<file path="config.mk">
export PLATFORM = sky130hd
export DESIGN_NAME = dram_arbiter
export DESIGN_NICKNAME = d
export VERILOG_FILES = /design/src/rtl/dram_arbiter.sv
export SDC_FILE = /design/constraint.sdc
export NUM_CORES = 1
export LEC_CHECK = 0
export ABC_AREA = 0
export CAP_MARGIN = 10
export CORE_ASPECT_RATIO = 0.5
export CORE_MARGIN = 1.5
export CORE_UTILIZATION = 42
export CTS_BUF_LIST = sky130_fd_sc_hd__clkbuf_16
export DETAILED_ROUTE_END_ITERATION = 16
export PLACE_DENSITY_LB_ADDON = 0.25
export SYNTH_ARGS = -nofsm -noshare
export SYNTH_HDL_FRONTEND = slang
export SYNTH_SLANG_ARGS = --single-unit
</file>
<file path="constraint.sdc">
create_clock -name Clk -period 2.55 [get_ports Clk]
set_input_delay 0.51 -clock Clk [delete_from_list [all_inputs] [get_ports Clk]]
set_output_delay 0.51 -clock Clk [all_outputs]
set_load 0.02 [all_outputs]
</file>
<file path="src/rtl/dram_arbiter.sv">
// Round-robin arbiter sharing one DRAM port among NCORES cores.
// One access at a time: IDLE latches the winner, ISSUE strobes DRAM, WAIT covers read latency, ACK pulses the winner.
module dram_arbiter #(
    parameter int WIDTH  = 8,
    parameter int NCORES = 2,
    parameter int RD_LAT = 1
) (
    input  logic                      Clk,
    input  logic                      RST,
    input  logic [NCORES-1:0]         core_rd,
    input  logic [NCORES-1:0]         core_wr,
    input  logic [NCORES*WIDTH-1:0]   core_addr,
    input  logic [NCORES*WIDTH-1:0]   core_wdata,
    output logic [WIDTH-1:0]          core_rdata,
    output logic [NCORES-1:0]         core_grant,
    output logic [NCORES-1:0]         core_ack,
    output logic [WIDTH-1:0]          dram_addr,
    output logic [WIDTH-1:0]          dram_wdata,
    output logic                      dram_rd,
    output logic                      dram_wr,
    input  logic [WIDTH-1:0]          dram_rdata
);

    localparam int unsigned NC = NCORES;
    localparam int IW = (NCORES > 1) ? $clog2(NCORES) : 1;
    localparam int CW = $clog2(RD_LAT + 1);
    localparam logic [CW-1:0] CNT_LAST  = CW'(RD_LAT - 1);
    localparam logic [IW-1:0] LAST_INIT = IW'(NCORES - 1);

    typedef enum logic [1:0] {IDLE, ISSUE, WAIT, ACK} state_t;

    state_t            state, state_next;
    logic [IW-1:0]     last;
    logic [IW-1:0]     winner;
    logic              op_wr;
    logic [CW-1:0]     cnt;

    logic [NCORES-1:0] req;
    logic [IW-1:0]     pick;
    logic              pick_valid;
    int unsigned       idx;
    logic [WIDTH-1:0]  sel_addr;
    logic [WIDTH-1:0]  sel_wdata;
    logic              sel_wr;

    always_comb begin
        req = core_rd | core_wr;
    end

    // Search starts just after the last winner and wraps, so core 0 leads after reset.
    always_comb begin
        pick       = '0;
        pick_valid = 1'b0;
        idx        = 0;
        for (int unsigned k = 1; k <= NC; k++) begin
            idx = (32'(last) + k) % NC;
            if (!pick_valid && req[IW'(idx)]) begin
                pick_valid = 1'b1;
                pick       = IW'(idx);
            end
        end
    end

    always_comb begin
        sel_addr  = '0;
        sel_wdata = '0;
        sel_wr    = 1'b0;
        for (int unsigned k = 0; k < NC; k++) begin
            if (pick == IW'(k)) begin
                sel_addr  = core_addr[k*WIDTH +: WIDTH];
                sel_wdata = core_wdata[k*WIDTH +: WIDTH];
                sel_wr    = core_wr[k];
            end
        end
    end

    always_ff @(posedge Clk) begin
        if (RST) begin
            state      <= IDLE;
            last       <= LAST_INIT;
            winner     <= '0;
            op_wr      <= 1'b0;
            cnt        <= '0;
            dram_addr  <= '0;
            dram_wdata <= '0;
            core_grant <= '0;
            core_rdata <= '0;
        end else begin
            state <= state_next;
            case (state)
                IDLE: begin
                    if (pick_valid) begin
                        winner     <= pick;
                        op_wr      <= sel_wr;
                        dram_addr  <= sel_addr;
                        dram_wdata <= sel_wdata;
                        core_grant <= NCORES'(1) << pick;
                    end
                end
                ISSUE: cnt <= '0;
                WAIT: begin
                    cnt <= cnt + 1'b1;
                    if (cnt == CNT_LAST) begin
                        core_rdata <= dram_rdata;
                    end
                end
                ACK: last <= winner;
                default: ;
            endcase
        end
    end

    always_comb begin
        state_next = state;
        dram_rd    = 1'b0;
        dram_wr    = 1'b0;
        core_ack   = '0;
        case (state)
            IDLE: begin
                if (pick_valid) begin
                    state_next = ISSUE;
                end
            end
            ISSUE: begin
                dram_wr    = op_wr;
                dram_rd    = !op_wr;
                state_next = op_wr ? ACK : WAIT;
            end
            WAIT: begin
                if (cnt == CNT_LAST) begin
                    state_next = ACK;
                end
            end
            ACK: begin
                core_ack   = NCORES'(1) << winner;
                state_next = IDLE;
            end
            default: state_next = IDLE;
        endcase
    end

endmodule

</file>
==> summary.md <==
| Metric | Value |
|---|---|
| Max-Slew Margin vs Limit | 31.5% |
| DP HPWL | 2720 um |
| Post-synthesis compound-gate area fraction | 19.4% |
| Slew Limit Fails | 0 |
| Die Span Y | 44.7 um |
| Total GRT Usage | 20.4% |
| Count of final setup violators | 0 |
| Ys Warns | 0 |
| Clock Skews | 0.00133 ns |
| Predominant post-synthesis flop cell | dfxtp_1 |
| Register bit total from synthesis | 31 |
| Post-Synthesis Cells | 133 |
| Commonest cells in the netlist | 31 x dfxtp_1, 17 x a221o_2, 16 x nor4b_1 |
| Hold Path Origin | core_grant[0] |
| Hold_ws | 0.472 ns |
| Combinational family with the most area after synthesis | simple AND/OR/NAND/NOR gates |
| Hold crit path type | register to register |
| Status | finished clean |
| Seq/Total Area, Yosys | 42.5% |
| Drt first-iter violations | 39 |
| # clock sinks | 31 |
| Routed WL | 3810 um |
| Largest net degree at the start of global routing | 18 |
| Initial antenna violation count | 0 |
| Clock-pin slew on the worst setup and hold paths | 0.05 ns |
| Number of global-route vias before repair | 1274 |
| N_diodes | 0 |
| Drc violations | 0 |
| Final hold vios | 0 |
| Most common cell in the netlist | dfxtp_1 |
| Cts-stage hold buffer count | 0 |
| Net count after synthesis | 184 |
| Maximum clock path buffer count | 2 |
| Post-CTS setup buffers | 0 |
| PostCTS Resize Cnt | 0 |
| Syn avg cell area | 11.0 um^2 |
| TritonCTS buffer count | 5 |
| Clk Latency, worst-skew pair | 0.27 ns |
| P_leak | 0.883 nW |
| XOR/XNOR share of the synthesized area | 0% |
| Simple-gate share of the synthesized area | 19.6% |
| Post-Synth Adder-Cell Area | 4.29% |
| Post-synth top area share | 42.5% |
| DRT Pass-1 Iters | 4 |
| Worst EP required | 2.04 ns |
| Multiplexer share of the synthesized area | 6.95% |
| Critical path data arrival time | 1.71 ns |
| First-pass GRT wire length | 5860 um |
| Largest area contributor in the netlist | dfxtp_1 |
| Maxcap violations | 0 |
| Peak VDD IR | 0.566 mV |
| Tot Pwr | 2.52 mW |
| Kind of critical path | register to output port |
| CP Capture Type | output port |
| Post-synth EDFFs | 0 |
| DR vias/cell | 5.41 |
| Die width | 86.4 um |
| RSZ-0062 raised after global routing | no |
| Power per cell area | 1060 nW/um^2 |
| Die footprint | 3860 um^2 |
| Area grow syn2layout | 62.5% |
| Synth Cell Area | 1460 um^2 |
| DP Area | 2210 um^2 |
| Fin crit share | 87.0% |
| Core Rows | 14 |
| Ys async rst share | 0% |
| Final Critical Period | 2.22 ns |
| Port buffer count | 75 |
| Clk root buf | clkbuf_16 |
| Via count | 1352 |
| Wire per inst | 15.2 um |
| Gr ovfl total | 0 |
| Worst-Margin Slew | 1.02 ns |
| Placer congestion estimate | 0.745 |
| Dominant cells by area after synthesis | dfxtp_1 43%, a221o_2 13%, nor4b_1 9.6%, mux2i_1 6.2%, ha_1 4.3% |
| TritonCTS clock tree | done |
| Max frequency | 0.451 GHz |
| Starting density of the core | 46.3% |
| Synth cell types | 30 |
| Nets@finish | 260 |
| Cell area after layout | 2370 um^2 |
| Critical Path Start | state[1] |
| Reg-to-reg startpoint | state[0] |
| Layout cell share with drive strength beyond 1 | 16.7% |
| Htree depth | 2 |
| I/O pins | 76 |
| Maximum fanout along the worst path | 5 |
| Critical Path Start Type | register |
| Core area | 3150 um^2 |
| Post-route ant nets | 0 |
| Total negative slack | 0 ns |
[final timing paths]
path              endpoint  cells past startpoint  slack (ns)
max                dram_wr                      4        0.33
min          core_grant[0]                      2        0.47
max reg2reg   dram_addr[6]                      5        0.48
min reg2reg  core_grant[0]                      2        0.47
[registers in the layout, summed over array words and instances, names as in the netlist]
name,count
cnt,1
core_rdata,8
dram_addr,8
core_grant,2
op_wr,1
dram_wdata,8
state,2
last,1
[where the power goes]
part	internal, mW	total (mW)	switching [mW]
Sequential	0.641	0.741	0.0993
Clock	0.454	0.656	0.201
Combinational	0.574	1.13	0.555
[per-layer routing]
metal / track usage [%] / routed length (um) / vias to the layer above
li1: - / - / 656
met5: 0 / 0 / -
met3: 7.09 / 204 / 8
met2: 38.0 / 1930 / 37
met4: 6.77 / 49 / 0
met1: 22.4 / 1630 / 651
[stage by stage]
stage | setup WS [ns] | utilization (%) | instances
2_1_floorplan | 0.881 | - | 133
3_3_place_gp | 0.168 | 70.0 | 242
3_5_place_dp | 0.115 | 70.0 | 242
4_1_cts | 0.322 | 75.2 | 250
5_1_grt | 0.252 | 75.2 | 250
6_report | 0.333 | 75.2 | 250
[cell families after synthesis]
group,after synthesis
AO/OA/AOI/OAI,28
adder cells (fa/ha/maj),5
buffers and inverters,15
flip-flops,31
multiplexers,10
AND/OR/NAND/NOR,44
[worst max-delay path, stage by stage, from the launching register on]
cell             delay, ns
dfxtp_1               0.40
inv_1                 0.12
ha_1                  0.20
and2_1                0.18
clkdlybuf4s50_1       0.54
[layout make-up]
type | count | area [um^2]
clock inverter | 3 | 38.8
inverter | 4 | 15.0
tap | 40 | 50.0
multi-input combinational | 87 | 733
fill | 223 | 782
clock buffer | 5 | 125
sequential | 31 | 621
timing repair buffer | 80 | 788
[layout by cell type (no fill, tap or decap), drive strengths merged, types with 4 or more instances in the layout]
master / count
dfxtp: 31
nor4b: 16
clkdlybuf4s50: 75
ha: 5
inv: 4
nor2: 13
a221o: 17
mux2i: 9
buf: 5
clkbuf: 5
Note: power is estimated with default switching activity, not from simulation.
